--- config.mk ---
export PLATFORM = sky130hd
export DESIGN_NAME = mem_port_arbiter_flat
export DESIGN_NICKNAME = d
export VERILOG_FILES = /design/src/rtl/cpu_pkg.sv /design/src/rtl/mem_port_arbiter_if.sv /design/src/rtl/arb_prio_starve.sv /design/src/rtl/mem_port_arbiter.sv /design/src/flat_wrapper.sv
export SDC_FILE = /design/constraint.sdc
export NUM_CORES = 1
export LEC_CHECK = 0
export CAP_MARGIN = 20
export CELL_PAD_IN_SITES_DETAIL_PLACEMENT = 1
export CELL_PAD_IN_SITES_GLOBAL_PLACEMENT = 1
export CORE_MARGIN = 5
export CORE_UTILIZATION = 47
export DETAILED_ROUTE_END_ITERATION = 16
export DONT_BUFFER_PORTS = 1
export HOLD_SLACK_MARGIN = 0.06
export PLACE_DENSITY = 0.87
export SETUP_SLACK_MARGIN = 0.2
export SLEW_MARGIN = 20
export SYNTH_ARGS = -nofsm -noshare
export SYNTH_HDL_FRONTEND = slang
export SYNTH_HIERARCHICAL = 1
export SYNTH_SLANG_ARGS = --single-unit
--- constraint.sdc ---
create_clock -name clk -period 2.5 [get_ports clk]
set_input_delay 0.625 -clock clk [delete_from_list [all_inputs] [get_ports clk]]
set_output_delay 0.625 -clock clk [all_outputs]
set_load 0.005 [all_outputs]
--- src/rtl/cpu_pkg.sv ---
// rtl/cpu_pkg.sv - shared requester IDs, FSM states and default widths for the memory port arbiter
package cpu_pkg;

  localparam int DEF_ADDR_W = 8;
  localparam int DEF_DATA_W = 8;

  typedef enum logic [1:0] {
    OWN_NONE = 2'd0,
    OWN_INT  = 2'd1,
    OWN_DM   = 2'd2,
    OWN_IF   = 2'd3
  } owner_t;

  typedef enum logic [1:0] {
    ST_IDLE   = 2'd0,
    ST_ACCESS = 2'd1,
    ST_WAIT   = 2'd2
  } state_t;

  // Grant vector layout is {if, dm, int}.
  function automatic owner_t grant_to_owner(input logic [2:0] grant);
    owner_t own;
    if (grant[0])      own = OWN_INT;
    else if (grant[1]) own = OWN_DM;
    else if (grant[2]) own = OWN_IF;
    else               own = OWN_NONE;
    return own;
  endfunction

endpackage

--- src/rtl/mem_port_arbiter_if.sv ---
// rtl/mem_port_arbiter_if.sv - requester and memory-macro signals of the shared memory port
interface mem_port_arbiter_if
  import cpu_pkg::*;
#(
  parameter int ADDR_W = DEF_ADDR_W,
  parameter int DATA_W = DEF_DATA_W
) ();

  logic              int_req;
  logic [ADDR_W-1:0] int_addr;
  logic              dm_req;
  logic              dm_we;
  logic [ADDR_W-1:0] dm_addr;
  logic [DATA_W-1:0] dm_wdata;
  logic              if_req;
  logic [ADDR_W-1:0] if_addr;
  logic              int_done;
  logic              dm_done;
  logic              if_done;
  logic [DATA_W-1:0] rdata;
  logic              int_stall;
  logic              dm_stall;
  logic              if_stall;
  logic              m_en;
  logic              m_we;
  logic [ADDR_W-1:0] m_addr;
  logic [DATA_W-1:0] m_wdata;
  logic [DATA_W-1:0] m_rdata;
  logic              busy;

  modport slave (
    input  int_req, int_addr, dm_req, dm_we, dm_addr, dm_wdata, if_req, if_addr, m_rdata,
    output int_done, dm_done, if_done, rdata, int_stall, dm_stall, if_stall,
           m_en, m_we, m_addr, m_wdata, busy
  );

  modport master (
    output int_req, int_addr, dm_req, dm_we, dm_addr, dm_wdata, if_req, if_addr, m_rdata,
    input  int_done, dm_done, if_done, rdata, int_stall, dm_stall, if_stall,
           m_en, m_we, m_addr, m_wdata, busy
  );

endinterface

--- src/rtl/arb_prio_starve.sv ---
// rtl/arb_prio_starve.sv - fixed INT > DM > IF priority with a starvation boost lifting IF above DM
module arb_prio_starve
  import cpu_pkg::*;
#(
  parameter int STARVE_MAX = 3
) (
  input  logic       clk,
  input  logic       rst,
  input  logic       i_arb_en,
  input  logic       i_int_req,
  input  logic       i_dm_req,
  input  logic       i_if_req,
  output logic [2:0] o_grant
);

  localparam int CNT_W = 4;

  logic [CNT_W-1:0] r_starve_cnt;
  logic             w_boost;

  assign w_boost = (r_starve_cnt >= CNT_W'(STARVE_MAX));

  always_comb begin
    o_grant = 3'b000;
    if (i_int_req)             o_grant = 3'b001;
    else if (i_if_req && w_boost) o_grant = 3'b100;
    else if (i_dm_req)         o_grant = 3'b010;
    else if (i_if_req)         o_grant = 3'b100;
  end

  // Counts consecutive lost arbitrations while IF keeps asking; saturates at the boost level.
  always_ff @(posedge clk or negedge rst) begin
    if (!rst) begin
      r_starve_cnt <= '0;
    end else if (!i_if_req) begin
      r_starve_cnt <= '0;
    end else if (i_arb_en) begin
      if (o_grant[2])    r_starve_cnt <= '0;
      else if (!w_boost) r_starve_cnt <= r_starve_cnt + 1'b1;
    end
  end

endmodule

--- src/rtl/mem_port_arbiter.sv ---
// rtl/mem_port_arbiter.sv - one-transaction-at-a-time arbiter for the unified instruction/data memory
module mem_port_arbiter
  import cpu_pkg::*;
#(
  parameter int ADDR_W     = DEF_ADDR_W,
  parameter int DATA_W     = DEF_DATA_W,
  parameter int MEM_LAT    = 1,
  parameter int STARVE_MAX = 3
) (
  input  logic               clk,
  input  logic               rst,
  mem_port_arbiter_if.slave  bus
);

  localparam int LAT_W = 2;

  state_t            r_state;
  state_t            w_state_nxt;
  owner_t            r_owner;
  logic [LAT_W-1:0]  r_lat_cnt;
  logic              r_m_en;
  logic              r_m_we;
  logic [ADDR_W-1:0] r_m_addr;
  logic [DATA_W-1:0] r_m_wdata;
  logic [DATA_W-1:0] r_rdata;
  logic [2:0]        w_grant;
  logic              w_arb_en;
  logic              w_last;
  logic [ADDR_W-1:0] w_sel_addr;

  assign w_arb_en = (r_state == ST_IDLE);
  assign w_last   = (r_state == ST_WAIT) && (r_lat_cnt == '0);

  arb_prio_starve #(
    .STARVE_MAX (STARVE_MAX)
  ) u_arb (
    .clk       (clk),
    .rst       (rst),
    .i_arb_en  (w_arb_en),
    .i_int_req (bus.int_req),
    .i_dm_req  (bus.dm_req),
    .i_if_req  (bus.if_req),
    .o_grant   (w_grant)
  );

  always_comb begin
    w_sel_addr = bus.if_addr;
    if (w_grant[0])      w_sel_addr = bus.int_addr;
    else if (w_grant[1]) w_sel_addr = bus.dm_addr;
  end

  always_ff @(posedge clk or negedge rst) begin
    if (!rst) r_state <= ST_IDLE;
    else      r_state <= w_state_nxt;
  end

  always_comb begin
    w_state_nxt = r_state;
    case (r_state)
      ST_IDLE:   if (|w_grant) w_state_nxt = ST_ACCESS;
      ST_ACCESS: w_state_nxt = ST_WAIT;
      ST_WAIT:   if (r_lat_cnt == '0) w_state_nxt = ST_IDLE;
      default:   w_state_nxt = ST_IDLE;
    endcase
  end

  // Address/data are latched at grant so requester changes mid-transaction are ignored.
  always_ff @(posedge clk or negedge rst) begin
    if (!rst) begin
      r_owner   <= OWN_NONE;
      r_lat_cnt <= '0;
      r_m_en    <= 1'b0;
      r_m_we    <= 1'b0;
      r_m_addr  <= '0;
      r_m_wdata <= '0;
      r_rdata   <= '0;
    end else begin
      r_m_en <= 1'b0;
      r_m_we <= 1'b0;
      case (r_state)
        ST_IDLE: begin
          if (|w_grant) begin
            r_owner   <= grant_to_owner(w_grant);
            r_m_en    <= 1'b1;
            r_m_we    <= w_grant[1] & bus.dm_we;
            r_m_addr  <= w_sel_addr;
            r_m_wdata <= w_grant[1] ? bus.dm_wdata : '0;
          end
        end
        ST_ACCESS: r_lat_cnt <= LAT_W'(MEM_LAT - 1);
        ST_WAIT: begin
          if (r_lat_cnt == '0) begin
            r_rdata <= bus.m_rdata;
            r_owner <= OWN_NONE;
          end else begin
            r_lat_cnt <= r_lat_cnt - 1'b1;
          end
        end
        default: ;
      endcase
    end
  end

  // Done and read data appear in the same cycle the memory presents its data.
  assign bus.int_done  = w_last && (r_owner == OWN_INT);
  assign bus.dm_done   = w_last && (r_owner == OWN_DM);
  assign bus.if_done   = w_last && (r_owner == OWN_IF);
  assign bus.rdata     = w_last ? bus.m_rdata : r_rdata;
  assign bus.int_stall = bus.int_req & ~bus.int_done;
  assign bus.dm_stall  = bus.dm_req & ~bus.dm_done;
  assign bus.if_stall  = bus.if_req & ~bus.if_done;
  assign bus.m_en      = r_m_en;
  assign bus.m_we      = r_m_we;
  assign bus.m_addr    = r_m_addr;
  assign bus.m_wdata   = r_m_wdata;
  assign bus.busy      = (r_state != ST_IDLE);

endmodule

--- src/flat_wrapper.sv ---
// flat-port wrapper written by rule: the top's interface ports become plain ports
module mem_port_arbiter_flat import cpu_pkg::*;
#(
  parameter int ADDR_W     = DEF_ADDR_W,
  parameter int DATA_W     = DEF_DATA_W,
  parameter int MEM_LAT    = 1,
  parameter int STARVE_MAX = 3
)
  (clk, rst, bus_int_req, bus_int_addr, bus_dm_req, bus_dm_we, bus_dm_addr, bus_dm_wdata, bus_if_req, bus_if_addr, bus_m_rdata, bus_int_done, bus_dm_done, bus_if_done, bus_rdata, bus_int_stall, bus_dm_stall, bus_if_stall, bus_m_en, bus_m_we, bus_m_addr, bus_m_wdata, bus_busy);
  mem_port_arbiter_if #(.ADDR_W(ADDR_W), .DATA_W(DATA_W)) bus_i ();
  input  logic clk;
  input  logic rst;
  input wire logic [$bits(bus_i.int_req)-1:0] bus_int_req;
  input wire logic [$bits(bus_i.int_addr)-1:0] bus_int_addr;
  input wire logic [$bits(bus_i.dm_req)-1:0] bus_dm_req;
  input wire logic [$bits(bus_i.dm_we)-1:0] bus_dm_we;
  input wire logic [$bits(bus_i.dm_addr)-1:0] bus_dm_addr;
  input wire logic [$bits(bus_i.dm_wdata)-1:0] bus_dm_wdata;
  input wire logic [$bits(bus_i.if_req)-1:0] bus_if_req;
  input wire logic [$bits(bus_i.if_addr)-1:0] bus_if_addr;
  input wire logic [$bits(bus_i.m_rdata)-1:0] bus_m_rdata;
  output wire logic [$bits(bus_i.int_done)-1:0] bus_int_done;
  output wire logic [$bits(bus_i.dm_done)-1:0] bus_dm_done;
  output wire logic [$bits(bus_i.if_done)-1:0] bus_if_done;
  output wire logic [$bits(bus_i.rdata)-1:0] bus_rdata;
  output wire logic [$bits(bus_i.int_stall)-1:0] bus_int_stall;
  output wire logic [$bits(bus_i.dm_stall)-1:0] bus_dm_stall;
  output wire logic [$bits(bus_i.if_stall)-1:0] bus_if_stall;
  output wire logic [$bits(bus_i.m_en)-1:0] bus_m_en;
  output wire logic [$bits(bus_i.m_we)-1:0] bus_m_we;
  output wire logic [$bits(bus_i.m_addr)-1:0] bus_m_addr;
  output wire logic [$bits(bus_i.m_wdata)-1:0] bus_m_wdata;
  output wire logic [$bits(bus_i.busy)-1:0] bus_busy;
  assign bus_i.int_req = bus_int_req;
  assign bus_i.int_addr = bus_int_addr;
  assign bus_i.dm_req = bus_dm_req;
  assign bus_i.dm_we = bus_dm_we;
  assign bus_i.dm_addr = bus_dm_addr;
  assign bus_i.dm_wdata = bus_dm_wdata;
  assign bus_i.if_req = bus_if_req;
  assign bus_i.if_addr = bus_if_addr;
  assign bus_i.m_rdata = bus_m_rdata;
  assign bus_int_done = bus_i.int_done;
  assign bus_dm_done = bus_i.dm_done;
  assign bus_if_done = bus_i.if_done;
  assign bus_rdata = bus_i.rdata;
  assign bus_int_stall = bus_i.int_stall;
  assign bus_dm_stall = bus_i.dm_stall;
  assign bus_if_stall = bus_i.if_stall;
  assign bus_m_en = bus_i.m_en;
  assign bus_m_we = bus_i.m_we;
  assign bus_m_addr = bus_i.m_addr;
  assign bus_m_wdata = bus_i.m_wdata;
  assign bus_busy = bus_i.busy;
  mem_port_arbiter #(.ADDR_W(ADDR_W), .DATA_W(DATA_W), .MEM_LAT(MEM_LAT), .STARVE_MAX(STARVE_MAX)) u_core (.clk(clk), .rst(rst), .bus(bus_i));
endmodule
==> results.json, run 1 <==
{
  "wl_um": 4432,
  "final_layout_size_suffix_gt1_share_pct": 34.13,
  "ys_seq_area_share_pct": 49.28,
  "critical_path.cell_chain": "inv_2, ha_4, nand3b_1, buf_4, buf_6, mux2_4",
  "clock-sinks": 36,
  "synthCells": 153,
  "first_pass_iters": 4,
  "fp-row-count": 22,
  "avgSynthCellArea_um2": 11.95,
  "status": "complete, no violations",
  "drc": 0,
  "cp-start-kind": "register",
  "netlist_top_cells_count": "dfrtp_1 (36), mux2_2 (17), nand2_1 (14)",
  "crit_slowest_cell": "dfrtp_1",
  "cts.path.max_buffers": 2,
  "synth-seq-cells": 36,
  "overflow": 0,
  "wl_per_cell_um": 20.61,
  "timing.final.crit_share_pct": 91.79,
  "synth_area_leader_cell": "dfrtp_1",
  "antenna_left": 0,
  "clk_pin_slew_worst_paths_ps": 70,
  "antenna_found_initial": 0,
  "path_class": "reg -> out",
  "rsz0062_at_grt": "true",
  "start_util_pct": 49.19,
  "power.leakage_nw": 1.006,
  "crit_fanout": 7,
  "dieArea_um2": 5237,
  "finalHoldViolCount": 0,
  "synth.area.top_cells": "dfrtp_1 (49%), mux2_2 (10%), mux2_4 (6.6%), mux2i_1 (4.9%), a22o_1 (3.8%)",
  "critPathMaxStageDelay_ps": 400,
  "port_buffers": 0,
  "hp-class": "in -> async",
  "syn_to_final_growth_pct": 15.54,
  "ys.flop_type": "dfrtp_1",
  "htreeDepth": 2,
  "drv_cap": 0,
  "cts_made_buffers": 5,
  "arrival_ps": 1670,
  "finalPower_mw": 2.404,
  "post-synth-top-count-cell": "dfrtp_1",
  "setup_violations": 0,
  "synth_edf_count": 0,
  "core_area_um2": 3716,
  "fmax_mhz": 435.8,
  "grt_pass1_wl_um": 7176,
  "synth_top_area_share_pct": 49.28,
  "grt_max_degree": 37,
  "yosysWarnings": 6,
  "cts_tree": "yes",
  "via_per_inst": 5.837,
  "synthesis.nets": 201,
  "grt_pass1_vias": 1407,
  "ios": 79,
  "ir_worst_vdd_mv": 0.3988,
  "ctsRootBufferMaster": "clkbuf_8",
  "num_vias": 1255,
  "worstPathRequired_ps": 1880,
  "fin_cells": 215,
  "netlist_area_um2": 1828,
  "fin_crit_ps": 2295,
  "slew_viol_final": 0,
  "grt_usage_pct": 17.90,
  "skew_ps": 5.704,
  "drtIter0Drc": 41,
  "nFillCells": 397,
  "clock_latency_ps": 290,
  "tightest_slew_ps": 402.4,
  "async_flop_share_pct": 100.0,
  "synth.distinct_cells": 36,
  "relSlewSlack_pct": 73.01,
  "globalplace.congestion": 0.7195,
  "n_antenna_cell": 0,
  "die_height_um": 72.37,
  "finalNetCount": 214,
  "cellPowerDensity_nw_per_um2": 1138,
  "dp_cells": 196,
  "dp_hpwl_um": 3189,
  "endpoint_kind": "primary output",
  "tns_ps": 0,
  "die_w_um": 72.37
}
## what timing repair did
item	CTS	global route
pin swaps	1	2
setup endpoints to repair	9	19
buffers inserted	5	4
resized for setup	10	3
endpoints found under the hold margin	36	0
cloned	1	0
hold buffers	1	0
## cells in the final DEF (no fill, tap or decap), types with 2 or more instances in the layout
| master | instances |
|---|---|
| inv_1 | 5 |
| a22o_1 | 8 |
| nand2_1 | 14 |
| nor2b_1 | 2 |
| buf_4 | 10 |
| and3_1 | 6 |
| o21ai_0 | 11 |
| inv_2 | 2 |
| mux2_2 | 16 |
| buf_6 | 3 |
| clkbuf_8 | 5 |
| mux2_4 | 9 |
| nor2_1 | 3 |
| nand2b_1 | 2 |
| mux2i_1 | 9 |
| nor3b_2 | 2 |
| dfrtp_1 | 35 |
## registers in the layout, summed over array words and instances, names as in the netlist
register / count
u_core/bus.m_we: 1
u_core/u_arb/r_starve_cnt: 4
u_core/bus.m_wdata: 8
u_core/r_lat_cnt: 2
u_core/bus.m_en: 1
u_core/bus.m_addr: 8
u_core/r_owner: 2
u_core/r_state: 2
u_core/r_rdata: 8
## worst max-delay path: cells and delay by family, from the launching register on
kind	cells	cell delay, ps
DFF	1	400
and+or+nand+nor	1	120
buffers and inverters	3	420
adders and majority gates	1	140
muxes	1	310
## worst paths after layout
kind	startpoint	to	slack, ps	cells past startpoint
hold / removal	rst	u_core/r_lat_cnt[1]	170	1
min in group clk	bus_int_req	u_core/r_owner[1]	440	1
setup reg to reg	u_core/u_arb/r_starve_cnt[0]	u_core/bus.m_addr[2]	370	8
hold reg to reg	u_core/u_arb/r_starve_cnt[0]	u_core/u_arb/r_starve_cnt[0]	510	1
setup / recovery	u_core/r_lat_cnt[0]	bus_rdata[6]	210	6
max in group asynchronous	rst	u_core/r_state[0]	2140	1
## per-stage QoR
stage	hold slack (ps)	cell area, um2	setup slack, ps	util [%]
2_1_floorplan	329.4	1828	451.0	-
3_3_place_gp	330.6	1863	390.4	50.13
3_5_place_dp	330.7	1863	235.5	50.13
4_1_cts	164.6	2069	205.0	55.69
5_1_grt	164.6	2112	145.7	56.84
6_report	168.9	2112	205.2	56.84
## layout make-up
cell class / count / area (um2) / share of cell area, %
flip-flops and latches: 36 / 902.1 / 42.71
repair buffers: 14 / 128.9 / 6.102
clock inverters: 2 / 35.03 / 1.659
multi-input cells: 101 / 878.3 / 41.59
well taps: 48 / 60.06 / 2.844
clock buffers: 6 / 72.57 / 3.436
inverters: 8 / 35.03 / 1.659
## per-layer routing
layer / global-route usage (%) / share of wire, % / vias up
li1: - / - / 569
met1: 19.37 / 36 / 621
met2: 31.95 / 53 / 57
met3: 6.510 / 9.1 / 8
met4: 6.263 / 1.5 / 0
met5: 0 / 0 / -
## report_power, final
part | switching, mW | internal (mW)
logic | 0.362 | 0.491
registers | 0.224 | 0.827
clock network | 0.204 | 0.296
## logic make-up (layout without fill, tap and decap cells)
kind of cell,after synthesis,after routing,synth area share (%)
AO/OA/AOI/OAI,29,29,11.23
buffers and inverters,16,30,4.791
adder cells (fa/ha/maj),2,2,1.369
multiplexers,34,34,21.97
AND/OR/NAND/NOR,36,36,11.36
flip-flops,36,36,49.28
Power figures use the tool's default switching activity.
==> inputs of run 2 (changes only) <==
--- a/config.mk
+++ b/config.mk
@@ -6,14 +6,13 @@
 export NUM_CORES = 1
 export LEC_CHECK = 0
 export CAP_MARGIN = 20
-export CELL_PAD_IN_SITES_DETAIL_PLACEMENT = 1
-export CELL_PAD_IN_SITES_GLOBAL_PLACEMENT = 1
 export CORE_MARGIN = 5
-export CORE_UTILIZATION = 47
+export CORE_UTILIZATION = 50
+export CTS_CLUSTER_DIAMETER = 120
 export DETAILED_ROUTE_END_ITERATION = 16
 export DONT_BUFFER_PORTS = 1
 export HOLD_SLACK_MARGIN = 0.06
-export PLACE_DENSITY = 0.87
+export PLACE_DENSITY = 0.74
 export SETUP_SLACK_MARGIN = 0.2
 export SLEW_MARGIN = 20
 export SYNTH_ARGS = -nofsm -noshare
==> run 2 against run 1 <==
Core utilization up 1.5 points. Design area fell by 0.41%. Clock power is 1% lower. Largest power group unchanged. Register-to-register slack got worse by 20 ps. Power fell by 0.14%. Critical path type unchanged.
==> results.json, run 2 (synthesis gave the netlist of run 1 again) <==
{
  "status": "complete, no violations",
  "die_height_um": 70.47,
  "slew_viol_final": 0,
  "dp_hpwl_um": 2788,
  "skew_ps": 5.569,
  "ios": 79,
  "start_util_pct": 50.69,
  "final_common_cell": "dfrtp_1",
  "rsz0062_at_grt": "true",
  "cts_made_buffers": 5,
  "regArea_um2": 900.9,
  "layout_common_cells": "dfrtp_1 (36), mux2_2 (17), nand2_1 (14)",
  "clock_latency_ps": 280,
  "endpoint_kind": "primary output",
  "tightest_slew_ps": 390.8,
  "crit_family": "flip-flops",
  "arrival_ps": 1640,
  "ctsRootBufferMaster": "clkbuf_8",
  "cts.path.max_buffers": 2,
  "syn_to_final_growth_pct": 15.06,
  "multi_input_area_um2": 875.8,
  "relSlewSlack_pct": 73.79,
  "worstPathRequired_ps": 1880,
  "fp-row-count": 22,
  "setup_violations": 0,
  "nFillCells": 294,
  "n_antenna_cell": 0,
  "clk_pin_slew_worst_paths_ps": 70,
  "r2r-start": "u_core/u_arb/r_starve_cnt[0]",
  "cellPowerDensity_nw_per_um2": 1141,
  "rr_endpoint": "u_core/bus.m_addr[6]",
  "finalHoldViolCount": 0,
  "pre_cts_ws_ps": 328.8,
  "cts_tree": "yes",
  "postPlaceCellArea_um2": 1856,
  "design_area_um2": 2103,
  "first_pass_iters": 4,
  "port_buffers": 0,
  "finalNetCount": 208,
  "crit_buf_inv": 3,
  "power.leakage_nw": 0.9933,
  "cp-start-kind": "register",
  "drc": 0,
  "final_layout_size_suffix_gt1_share_pct": 31.06,
  "critPathMaxStageDelay_ps": 400,
  "fin_crit_ps": 2261,
  "crit_fanout": 5,
  "holdWs_ps": 170.9,
  "antenna_found_initial": 0,
  "dieArea_um2": 4965,
  "htreeDepth": 2,
  "globalplace.congestion": 0.6836,
  "wl_um": 3968,
  "drtIter0Drc": 71,
  "crit_end": "bus_rdata[4]",
  "crit_slowest_cell": "dfrtp_1",
  "critical_path.cell_chain": "inv_2, ha_4, nand3b_1, buf_6, buf_12, mux2_2",
  "via_per_inst": 5.809,
  "grt_pass1_wl_um": 6003,
  "hp-class": "in -> async",
  "cp.depth": 6,
  "clock-sinks": 36,
  "drv_cap": 0,
  "grt_max_degree": 37,
  "fin_ws_ps": 238.7,
  "overflow": 0,
  "reg2reg_depth": 8,
  "grt_pass1_vias": 1239,
  "tns_ps": 0,
  "grt_usage_pct": 15.41,
  "critPathLaunch": "u_core/r_lat_cnt[0]",
  "timing.final.crit_share_pct": 90.45,
  "num_vias": 1214,
  "die_w_um": 70.47,
  "antenna_left": 0,
  "wl_per_cell_um": 18.99,
  "core_area_um2": 3606,
  "fmax_mhz": 442.2,
  "r2r_slack_ps": 350,
  "ir_worst_vdd_mv": 0.4224,
  "path_class": "reg -> out"
}
run 2: through the flow:
stage	utilization [%]	instances	total power, mW
after floorplan	-	153	1.643
final	58.33	209	2.400
after global routing	58.33	209	2.558
after detailed placement	51.46	195	1.776
after global placement	51.46	195	1.728
after CTS	55.10	204	2.302
run 2: how the worst min path moves through the flow:
stage / depth (start not counted) / end / startpoint / slack (ps)
after floorplan: 0 / u_core/bus.m_addr[0] / rst / 330
after global placement: 0 / u_core/u_arb/r_starve_cnt[3] / rst / 330
after detailed placement: 0 / u_core/r_owner[1] / rst / 330
after CTS: 1 / u_core/r_rdata[3] / rst / 170
after global routing: 1 / u_core/r_rdata[3] / rst / 170
final: 1 / u_core/r_lat_cnt[0] / rst / 170
run 2: metal layers:
metal / vias to the layer above / track usage [%] / share of wire (%) / wire (um)
met1: 580 / 18.68 / 40 / 1568
li1: 559 / - / - / -
met5: - / 0 / 0 / 0
met2: 69 / 23.28 / 48 / 1916
met4: 0 / 7.234 / 0.98 / 39
met3: 6 / 6.906 / 11 / 444
run 2: cell type report:
class / count / area share (%)
flip-flops and latches: 36 / 42.83
multi-input cells: 101 / 41.64
repair buffers: 8 / 5.889
clock buffers: 6 / 3.450
well taps: 48 / 2.855
clock inverters: 2 / 1.666
inverters: 8 / 1.666
run 2: where the power goes:
group	internal [mW]	switching, mW
Clock	0.296	0.198
Combinational	0.511	0.353
Sequential	0.826	0.217
Total	1.63	0.768
run 2: timing repair:
action / 4_1_cts / 5_1_grt
gates resized for setup: 1 / 10
hold endpoints to repair: 36 / 0
cloned: 0 / 2
hold buffers: 1 / 0
setup buffers: 0 / 3
endpoints found under the setup margin: 8 / 18
run 2: worst register-to-register path: cells and delay by family, from the launching register on:
kind	cells	cell delay, ps
AND/OR/NAND/NOR	5	900
multiplexers	1	310
adder cells (fa/ha/maj)	1	250
buffers and inverters	1	170
flip-flops	1	410
